--- src/rtl/alu_pkg.sv ---
// Shared definitions for the ALU operation stage: op codes, FSM encoding,
// flag bit positions and decimal-adjust constants.
package alu_pkg;

    typedef enum logic [2:0] {
        OP_ADC = 3'b000,
        OP_SBC = 3'b001,
        OP_AND = 3'b010,
        OP_ORA = 3'b011,
        OP_EOR = 3'b100,
        OP_ASL = 3'b101,
        OP_LSR = 3'b110,
        OP_ROR = 3'b111
    } op_e;

    typedef enum logic [1:0] {
        ST_IDLE = 2'b00,
        ST_EXEC = 2'b01,
        ST_ADJ  = 2'b10,
        ST_DONE = 2'b11
    } state_e;

    localparam int FLAG_N = 3;
    localparam int FLAG_Z = 2;
    localparam int FLAG_C = 1;
    localparam int FLAG_V = 0;

    localparam logic [3:0] BCD_DIGIT_MAX  = 4'd9;
    localparam logic [3:0] BCD_NIBBLE_ADJ = 4'd6;
    localparam logic [9:0] BCD_LO_ADJ     = 10'h006;
    localparam logic [9:0] BCD_HI_ADJ     = 10'h060;
    localparam logic [9:0] BCD_BYTE_MAX   = 10'h099;

    function automatic logic is_arith(input op_e op);
        return (op == OP_ADC) || (op == OP_SBC);
    endfunction

endpackage

--- src/rtl/alu_bcd_adjust.sv ---
// Decimal correction applied to a captured binary ADC/SBC result, since the
// ALU itself only produces binary sums.
module alu_bcd_adjust
    import alu_pkg::*;
(
    input  op_e        op,
    input  logic [7:0] r,
    input  logic       cout,
    input  logic       hcout,
    output logic [7:0] result,
    output logic       c
);

    logic [9:0] s;
    logic [3:0] lo;
    logic [3:0] hi;

    always_comb begin
        s      = {2'b00, cout, r};
        lo     = r[3:0];
        hi     = r[7:4];
        result = r;
        c      = cout;
        if (op == OP_ADC) begin
            if (hcout || (r[3:0] > BCD_DIGIT_MAX)) begin
                s = s + BCD_LO_ADJ;
            end
            // High-digit decision looks at the value after the low-digit fix
            if (cout || (s > BCD_BYTE_MAX)) begin
                s = s + BCD_HI_ADJ;
                c = 1'b1;
            end else begin
                c = 1'b0;
            end
            result = s[7:0];
        end else if (op == OP_SBC) begin
            if (!hcout) begin
                lo = lo - BCD_NIBBLE_ADJ;
            end
            if (!cout) begin
                hi = hi - BCD_NIBBLE_ADJ;
            end
            result = {hi, lo};
            c      = cout;
        end
    end

endmodule

--- src/rtl/alu_op_stage.sv ---
// Sequencer and result-hold stage around the external combinational ALU:
// latches a request, drives the ALU, captures and decimal-adjusts, presents flags.
//
// state | meaning
// IDLE  | waiting for a request, in_ready high
// EXEC  | ALU selects driven, result captured on exit
// ADJ   | decimal correction of a captured ADC/SBC result
// DONE  | result and flags presented until out_ready
module alu_op_stage
    import alu_pkg::*;
(
    input  logic       clk,
    input  logic       rst_n,
    input  logic       in_valid,
    output logic       in_ready,
    input  logic [2:0] in_op,
    input  logic [7:0] in_a,
    input  logic [7:0] in_b,
    input  logic       in_c,
    input  logic       in_d,
    output logic [7:0] alu_a,
    output logic [7:0] alu_b,
    output logic       sums,
    output logic       ands,
    output logic       ors,
    output logic       eors,
    output logic       srs,
    output logic       bcds,
    output logic       alu_cin,
    input  logic [7:0] alu_result,
    input  logic       alu_of,
    input  logic       alu_cout,
    input  logic       alu_hcout,
    output logic       out_valid,
    input  logic       out_ready,
    output logic [7:0] out_result,
    output logic [3:0] out_flags,
    output logic [3:0] out_flag_we
);

    state_e     state_q, state_d;
    op_e        op_q;
    logic       c_q, d_q;
    logic [7:0] alu_a_q, alu_b_q;
    logic       alu_cin_q;
    logic [7:0] r_q;
    logic       cout_q, hc_q, of_q;
    logic [7:0] bcd_result;
    logic       bcd_c;
    logic       accept;
    logic [7:0] res_fin;

    assign in_ready = (state_q == ST_IDLE);
    assign accept   = in_valid && in_ready;
    assign alu_a    = alu_a_q;
    assign alu_b    = alu_b_q;
    assign alu_cin  = alu_cin_q;

    always_ff @(posedge clk or negedge rst_n) begin
        if (!rst_n) begin
            state_q <= ST_IDLE;
        end else begin
            state_q <= state_d;
        end
    end

    always_comb begin
        state_d = state_q;
        sums    = 1'b0;
        ands    = 1'b0;
        ors     = 1'b0;
        eors    = 1'b0;
        srs     = 1'b0;
        bcds    = 1'b0;
        case (state_q)
            ST_IDLE: if (in_valid) state_d = ST_EXEC;
            ST_EXEC: begin
                state_d = (d_q && is_arith(op_q)) ? ST_ADJ : ST_DONE;
                bcds    = d_q && is_arith(op_q);
                case (op_q)
                    OP_ADC, OP_SBC, OP_ASL: sums = 1'b1;
                    OP_AND:                 ands = 1'b1;
                    OP_ORA:                 ors  = 1'b1;
                    OP_EOR:                 eors = 1'b1;
                    default:                srs  = 1'b1;
                endcase
            end
            ST_ADJ:  state_d = ST_DONE;
            ST_DONE: if (out_ready) state_d = ST_IDLE;
            default: state_d = ST_IDLE;
        endcase
    end

    always_ff @(posedge clk or negedge rst_n) begin
        if (!rst_n) begin
            op_q      <= OP_ADC;
            c_q       <= 1'b0;
            d_q       <= 1'b0;
            alu_a_q   <= 8'h00;
            alu_b_q   <= 8'h00;
            alu_cin_q <= 1'b0;
            r_q       <= 8'h00;
            cout_q    <= 1'b0;
            hc_q      <= 1'b0;
            of_q      <= 1'b0;
        end else begin
            if (accept) begin
                op_q    <= op_e'(in_op);
                c_q     <= in_c;
                d_q     <= in_d;
                alu_a_q <= in_a;
                case (op_e'(in_op))
                    OP_ADC: begin alu_b_q <= in_b;  alu_cin_q <= in_c; end
                    OP_SBC: begin alu_b_q <= ~in_b; alu_cin_q <= in_c; end
                    OP_ASL: begin alu_b_q <= in_a;  alu_cin_q <= 1'b0; end
                    default: begin alu_b_q <= in_b; alu_cin_q <= 1'b0; end
                endcase
            end
            if (state_q == ST_EXEC) begin
                r_q    <= alu_result;
                cout_q <= alu_cout;
                hc_q   <= alu_hcout;
                of_q   <= alu_of;
            end
            // Decimal result overwrites the binary capture; V keeps the binary ALU_OF
            if (state_q == ST_ADJ) begin
                r_q    <= bcd_result;
                cout_q <= bcd_c;
            end
        end
    end

    alu_bcd_adjust u_bcd (
        .op     (op_q),
        .r      (r_q),
        .cout   (cout_q),
        .hcout  (hc_q),
        .result (bcd_result),
        .c      (bcd_c)
    );

    assign res_fin = (op_q == OP_ROR) ? {c_q, r_q[6:0]} : r_q;

    always_comb begin
        out_valid   = 1'b0;
        out_result  = 8'h00;
        out_flags   = 4'b0000;
        out_flag_we = 4'b0000;
        if (state_q == ST_DONE) begin
            out_valid         = 1'b1;
            out_result        = res_fin;
            out_flags[FLAG_N] = res_fin[7];
            out_flags[FLAG_Z] = (res_fin == 8'h00);
            case (op_q)
                OP_ADC, OP_SBC: begin
                    out_flags[FLAG_C] = cout_q;
                    out_flags[FLAG_V] = of_q;
                    out_flag_we       = 4'b1111;
                end
                OP_ASL, OP_LSR, OP_ROR: begin
                    out_flags[FLAG_C] = cout_q;
                    out_flag_we       = 4'b1110;
                end
                default: begin
                    out_flags[FLAG_C] = c_q;
                    out_flag_we       = 4'b1100;
                end
            endcase
        end
    end

endmodule

--- config.mk ---
export PLATFORM = sky130hd
export DESIGN_NAME = alu_op_stage
export DESIGN_NICKNAME = d
export VERILOG_FILES = /design/src/rtl/alu_pkg.sv /design/src/rtl/alu_bcd_adjust.sv /design/src/rtl/alu_op_stage.sv
export SDC_FILE = /design/constraint.sdc
export NUM_CORES = 1
export LEC_CHECK = 0
export ABC_CLOCK_PERIOD_IN_PS = 2700
export CAP_MARGIN = 10
export CORE_MARGIN = 4
export CORE_UTILIZATION = 42
export DETAILED_ROUTE_END_ITERATION = 16
export PLACE_DENSITY = 0.74
export SKIP_LAST_GASP = 1
export SLEW_MARGIN = 20
export SYNTH_ARGS = -nofsm -noshare
export SYNTH_HDL_FRONTEND = slang
export SYNTH_SLANG_ARGS = --single-unit
--- constraint.sdc ---
create_clock -name clk -period 2.7 [get_ports clk]
set_clock_uncertainty 0.05 [all_clocks]
set_input_delay 0.405 -clock clk [delete_from_list [all_inputs] [get_ports clk]]
set_output_delay 0.405 -clock clk [all_outputs]
set_load 0.05 [all_outputs]
==> results of run 1 <==
## per-layer routing
metal  up-vias  wire [microns]  track usage
li1       1113               -            -
met1      1029            2644       0.2113
met2        67            2900       0.3128
met3         6             473      0.05923
met4         0              60      0.04386
met5         -               0            0
## how the worst min path moves through the flow
stage / from / endpoint / slack (ns) / cells after the start
floorplan: rst_n / alu_a[0] / 0.06 / 0
detailed placement: alu_b[2] / alu_b[2] / 0.42 / 2
global route: alu_a[6] / alu_a[6] / 0.47 / 1
global placement: alu_b[0] / alu_b[0] / 0.41 / 2
CTS: alu_b[2] / alu_b[2] / 0.44 / 2
finish: alu_b[6] / alu_b[6] / 0.43 / 2
## through the flow
stage	cells	setup slack (ns)
final	419	0.1395
after global placement	411	0.4325
after detailed placement	411	0.4036
after floorplan	279	0.1591
after CTS	419	0.07224
after global routing	419	0.02752
## worst reg2reg max path: cells and delay by family (launching register included)
| kind | cells | cell delay (ns) |
|---|---|---|
| AND/OR/NAND/NOR | 4 | 0.93 |
| buffers and inverters | 1 | 0.06 |
| adder cells (fa/ha/maj) | 1 | 0.32 |
| flip-flops | 1 | 0.36 |
| AO/OA/AOI/OAI | 1 | 0.40 |
## Yosys cell counts (3+ instances only)
master,number
sky130_fd_sc_hd__dfrtp_1,35
sky130_fd_sc_hd__nand2_1,27
sky130_fd_sc_hd__nor2_1,26
sky130_fd_sc_hd__o21ai_0,19
sky130_fd_sc_hd__inv_1,17
sky130_fd_sc_hd__a21oi_1,15
sky130_fd_sc_hd__mux2_2,15
sky130_fd_sc_hd__clkbuf_1,13
sky130_fd_sc_hd__mux2i_1,13
sky130_fd_sc_hd__nor3_1,11
sky130_fd_sc_hd__ha_1,8
sky130_fd_sc_hd__and2_1,6
sky130_fd_sc_hd__and3_1,6
sky130_fd_sc_hd__nand3_1,5
sky130_fd_sc_hd__buf_4,4
sky130_fd_sc_hd__buf_6,4
sky130_fd_sc_hd__nor2b_1,4
sky130_fd_sc_hd__a31oi_1,3
sky130_fd_sc_hd__buf_2,3
sky130_fd_sc_hd__nor3b_1,3
## power by group
| part | switching (mW) | internal (mW) | leakage, nW | total (mW) |
|---|---|---|---|---|
| clock network | 0.210 | 0.180 | 0.0402 | 0.390 |
| logic | 1.80 | 1.09 | 1.01 | 2.89 |
| registers | 0.279 | 0.783 | 0.423 | 1.06 |
## repair_timing
item	in CTS	in global routing
resized for setup	0	2
setup endpoints to repair	0	2
buffers inserted	0	0
hold endpoints to repair	0	0
## kinds of logic after synthesis
logic type / Yosys count
xor gates and xnor gates: 3
DFF: 35
adders and majority gates: 8
muxes: 28
AOI/OAI and AO/OA: 63
and+or+nand+nor: 101
buffers and inverters: 41
## sequential cells by signal, summed over array words and instances (netlist names)
signal,cells
hc_q,1
c_q,1
r_q,8
op_q,3
d_q,1
alu_b,8
alu_a,8
state_q,2
of_q,1
cout_q,1
alu_cin,1
## area by class of cell
| type | instances | area, sq um |
|---|---|---|
| tap | 72 | 90.09 |
| inverter | 17 | 63.81 |
| sequential | 35 | 875.8 |
| timing repair buffer | 84 | 803.3 |
| fill | 519 | 2283 |
| clock inverter | 3 | 20.02 |
| clock buffer | 5 | 68.82 |
| multi-input combinational | 203 | 1369 |
==> impl_metrics.tcl, run 1 <==
set metrics [dict create \
    synth-compound-area-share 0.1740 \
    timing.critical_path.max_delay_family "buffers and inverters" \
    avgRoutedWirePerCell_microns 14.51 \
    worst-r2r-cell-count 7 \
    worstPathCellList "ha_1, and2_1, clkdlybuf4s50_1" \
    area.growth.synth_to_final_pct 35.43 \
    grt.overflow.total 0 \
    cts-buffers-inserted 5 \
    sequential_share_of_the_synthesized_area 0.3605 \
    h-tree-depth 2 \
    routed_via_density 5.286 \
    ff_latch_count_synth 35 \
    initial_core_util 0.4359 \
    maxSlewViolCount 0 \
    worstSetupEndpoint "out_result[0]" \
    vias 2215 \
    cellLeakagePower_nw 1.472 \
    cp_max_stage_cell "sky130_fd_sc_hd__clkdlybuf4s50_1" \
    synth_top_family_by_area "simple AND/OR/NAND/NOR gates" \
    worstSkewPairLatency_ns 0.30 \
    fmax_achieved_mhz 390.6 \
    clockBufferDepth 2 \
    maxCapViolations 0 \
    most-common-layout-cells "sky130_fd_sc_hd__clkdlybuf4s50_1, sky130_fd_sc_hd__dfrtp_1, sky130_fd_sc_hd__nand2_1" \
    syn_area_sq_um 2430 \
    routabilityCongestion 0.9140 \
    die_width_microns 84.06 \
    synth_largest_area_cell "sky130_fd_sc_hd__dfrtp_1" \
    finalSetupViolations 0 \
    core_region_area_sq_um 5574 \
    detailed_place.area_sq_um 3197 \
    hold_violations 0 \
    critical_path.max_fanout 11 \
    finalWirelength_microns 6079 \
    synth_largest_type_area_fraction 0.3605 \
    setup.worst_path.start "state_q[0]" \
    timing.critical_path.buf_inv 1 \
    final_min_period_over_clock_period 0.9483 \
    setup.worst_path.start_class "register" \
    postCtsHoldBufs 0 \
    critical_path_arrival_ns 2.11 \
    layout.cell_area.non_filler_sq_um 3291 \
    yosysWarningCount 0 \
    route.detailed.drc 0 \
    critical_path_s_largest_stage_delay_ns 0.80 \
    cts.root.buffer_cell "sky130_fd_sc_hd__clkbuf_8" \
    post-route-util 0.5903 \
    synth_adder_area_share 0.04119 \
    count_of_antenna_violating_nets_left_after_detailed_routing 0 \
    hold-worst-slack_ns 0.4311 \
    detailed_place_hpwl_microns 4520 \
    end_kind "primary output" \
    layout.nets 390 \
    min-delay-path-class "reg -> reg" \
    mappedNetlistNets 323 \
    average_cell_area_after_synthesis_sq_um 8.709 \
    number_of_antenna_violations_at_the_first_check_in_global_routing 0 \
    r2r_setup_slack_ns 0.45 \
    grt_pass1_vias 2286 \
    global_route_wire_length_before_repair_microns 10540 \
    yosysUniqueCellTypes 54 \
    core.rowCount 27 \
    min_clock_period_post_route_ns 2.560 \
    post_synth_xor_area_fraction 0.01081 \
    cts.sink_count 35 \
    power.total_mw 4.340 \
    fp.dieH_microns 84.06 \
    ir_worst_vdd_v 0.0006277 \
    numPortBuffers 76 \
    first_iter_violations 104 \
    finalSetupTns_ns 0 \
    cellPowerDensity_nw_per_um2 1319 \
    worst_r2r_startpoint "r_q[1]" \
    grt.total_usage 0.1794 \
    worst-slew-pin-transition_ns 0.5626 \
    antenna_cells_inserted 0 \
    pin_count 77 \
    synth_simple_gate_area_share 0.2070 \
    post_synth_inst_count 279 \
    critical_path.reg2reg.endpoint "r_q[7]" \
    path_class "reg -> out" \
    synthTopCellsByArea "sky130_fd_sc_hd__dfrtp_1, sky130_fd_sc_hd__mux2_2, sky130_fd_sc_hd__mux2i_1" \
    share_of_final_layout_standard_cells_stronger_than_drive_strength_1 0.1643 \
    layout_commonest_cell "sky130_fd_sc_hd__clkdlybuf4s50_1" \
    postSynth.topFlopCell "sky130_fd_sc_hd__dfrtp_1" \
    synth-edff-count 0 \
    timing.critical_path.depth 3 \
    clock_tree_from_tritoncts "done" \
    synthArstFlopShare 1.000 \
    grt_start_max_net_pins 36 \
    synth.area.mux_share 0.1231 \
    die_area_sq_um 7066 \
    timing.critical_path.required_ns 2.25 \
    slew_headroom 0.6249 \
    rsz_0062_raised_after_global_routing "no" \
    run_status "finished clean" \
    first_pass_iters 4 \
    worst_setup_hold_path_clk_slew_ns 0.08 \
]
(Power assumes the default switching activity.)
==> run 2: changes to the inputs <==
- ABC_CLOCK_PERIOD_IN_PS: 2700 -> 2900
- CORE_ASPECT_RATIO: not set -> 1.25
- clock period: 2.7 -> 2.9 ns (I/O delays scaled with it)
==> run 2 against run 1 <==
First-iteration DRC count up 30%; critical path type unchanged; global-route usage about the same; utilization up 0.081 points; critical endpoint is now out_flags[1]; sequential power down 5%; combinational power down 6.9%.
==> impl_metrics.tcl, run 2 (synthesized netlist as in run 1, its figures left out) <==
set metrics [dict create \
    cts_setup_buffers 0 \
    timing.critical_path.max_delay_family "buffers and inverters" \
    run_status "finished clean" \
    share_of_final_layout_standard_cells_stronger_than_drive_strength_1 0.1354 \
    ir_worst_vdd_v 0.0005758 \
    finalWirelength_microns 6269 \
    numPortBuffers 76 \
    path_class "reg -> out" \
    maxSlewViolCount 0 \
    fp.dieH_microns 93.04 \
    initial_core_util 0.4404 \
    grt_start_max_net_pins 36 \
    clock_tree_from_tritoncts "done" \
    end_kind "primary output" \
    layout_commonest_cell "sky130_fd_sc_hd__clkdlybuf4s50_1" \
    worst-slew-pin-transition_ns 0.5623 \
    min_clock_period_post_route_ns 2.729 \
    first_iter_violations 135 \
    area.growth.synth_to_final_pct 34.24 \
    finalSetupTns_ns 0 \
    global_route_wire_length_before_repair_microns 10580 \
    final_min_period_over_clock_period 0.9410 \
    timing.critical_path.required_ns 2.41 \
    finalSetupViolations 0 \
    cellLeakagePower_nw 1.423 \
    number_of_antenna_violations_at_the_first_check_in_global_routing 0 \
    route.detailed.drc 0 \
    grt.overflow.total 0 \
    routed_via_density 5.577 \
    layout.nets 390 \
    most-common-layout-cells "sky130_fd_sc_hd__clkdlybuf4s50_1, sky130_fd_sc_hd__dfrtp_1, sky130_fd_sc_hd__nand2_1" \
    critical_path.max_fanout 12 \
    clockBufferDepth 2 \
    die_width_microns 76.03 \
    pin_count 77 \
    fmax_achieved_mhz 366.4 \
    detailed_place_hpwl_microns 4825 \
    setup.worst_path.start_class "register" \
    grt_pass1_vias 2332 \
    h-tree-depth 2 \
    grt.total_usage 0.1795 \
    timing.critical_path.depth 5 \
    slew_headroom 0.6251 \
    critical_path_s_largest_stage_delay_ns 0.81 \
    critical_path_arrival_ns 2.24 \
    worstSkewPairLatency_ns 0.29 \
    first_pass_iters 4 \
    cellPowerDensity_nw_per_um2 1240 \
    count_of_antenna_violating_nets_left_after_detailed_routing 0 \
    worst_setup_hold_path_clk_slew_ns 0.07 \
    routabilityCongestion 0.8436 \
    power.total_mw 4.046 \
    hold_path_depth 2 \
    cp_max_stage_cell "sky130_fd_sc_hd__clkdlybuf4s50_1" \
    rsz_0062_raised_after_global_routing "no" \
    cts.sink_count 35 \
    core_region_area_sq_um 5518 \
    timing.critical_path.buf_inv 1 \
    post_cts_resized 0 \
    maxCapViolations 0 \
    cts.root.buffer_cell "sky130_fd_sc_hd__clkbuf_8" \
    worstPathCellList "nor2b_1, a21oi_1, mux2i_1, nor2_1, clkdlybuf4s50_1" \
    die_area_sq_um 7074 \
    antenna_cells_inserted 0 \
    vias 2292 \
    min-delay-path-class "reg -> reg" \
    avgRoutedWirePerCell_microns 15.25 \
    worst-r2r-cell-count 7 \
    hold_violations 0 \
    postCtsHoldBufs 0 \
    cts-buffers-inserted 5 \
    core.rowCount 30 \
]
==> run 2: area by class of cell <==
type,count,area (sq um)
fillers,517,2256
multi-input cells,203,1356
flip-flops and latches,35,875.8
repair buffers,84,800.8
well taps,64,80.08
clock buffers,6,72.57
inverters,17,63.81
clock inverters,2,12.51
==> run 2: routing by layer <==
metal	routed length (microns)	vias to the layer above	track usage
met5	0	-	0
met4	104	0	0.06083
met3	504	12	0.05491
met2	3195	88	0.3250
met1	2465	1081	0.1973
li1	-	1111	-
==> run 2: worst reg2reg max path, cell delays in order, from the launching register on <==
cell                       delay [ns]
sky130_fd_sc_hd__dfrtp_1         0.44
sky130_fd_sc_hd__inv_1           0.10
sky130_fd_sc_hd__ha_1            0.17
sky130_fd_sc_hd__nor3b_1         0.43
sky130_fd_sc_hd__nand2_1         0.26
sky130_fd_sc_hd__a311oi_1        0.32
sky130_fd_sc_hd__o21ai_0         0.14
sky130_fd_sc_hd__o31a_1          0.26
==> run 2: stage by stage <==
stage | util | hold slack [ns] | cell area, sq um | instances | setup WS (ns)
2_1_floorplan | - | 0.08941 | 2435 | 279 | 0.07504
3_3_place_gp | 0.5757 | 0.4118 | 3177 | 403 | 0.5154
3_5_place_dp | 0.5757 | 0.4199 | 3177 | 403 | 0.4809
4_1_cts | 0.5912 | 0.4375 | 3262 | 411 | 0.1620
5_1_grt | 0.5912 | 0.4696 | 3262 | 411 | 0.007031
6_report | 0.5912 | 0.4300 | 3262 | 411 | 0.1710
==> run 2: where the power goes <==
| group | leakage, nW | switching, mW | internal [mW] | total (mW) |
|---|---|---|---|---|
| clock | 0.0412 | 0.182 | 0.168 | 0.350 |
| combinational | 0.959 | 1.66 | 1.02 | 2.69 |
| sequential | 0.423 | 0.280 | 0.729 | 1.01 |
| total | 1.42 | 2.13 | 1.92 | 4.05 |
==> run 2: path summary, 6_finish.rpt <==
kind | slack (ns) | startpoint | end
min | 0.43 | alu_b[2] | alu_b[2]
max | 0.17 | op_q[1] | out_flags[1]
min reg2reg | 0.43 | alu_b[2] | alu_b[2]
max reg2reg | 0.63 | state_q[0] | r_q[6]
min in group asynchronous | 0.51 | rst_n | alu_a[4]
max in group asynchronous | 1.97 | rst_n | r_q[5]
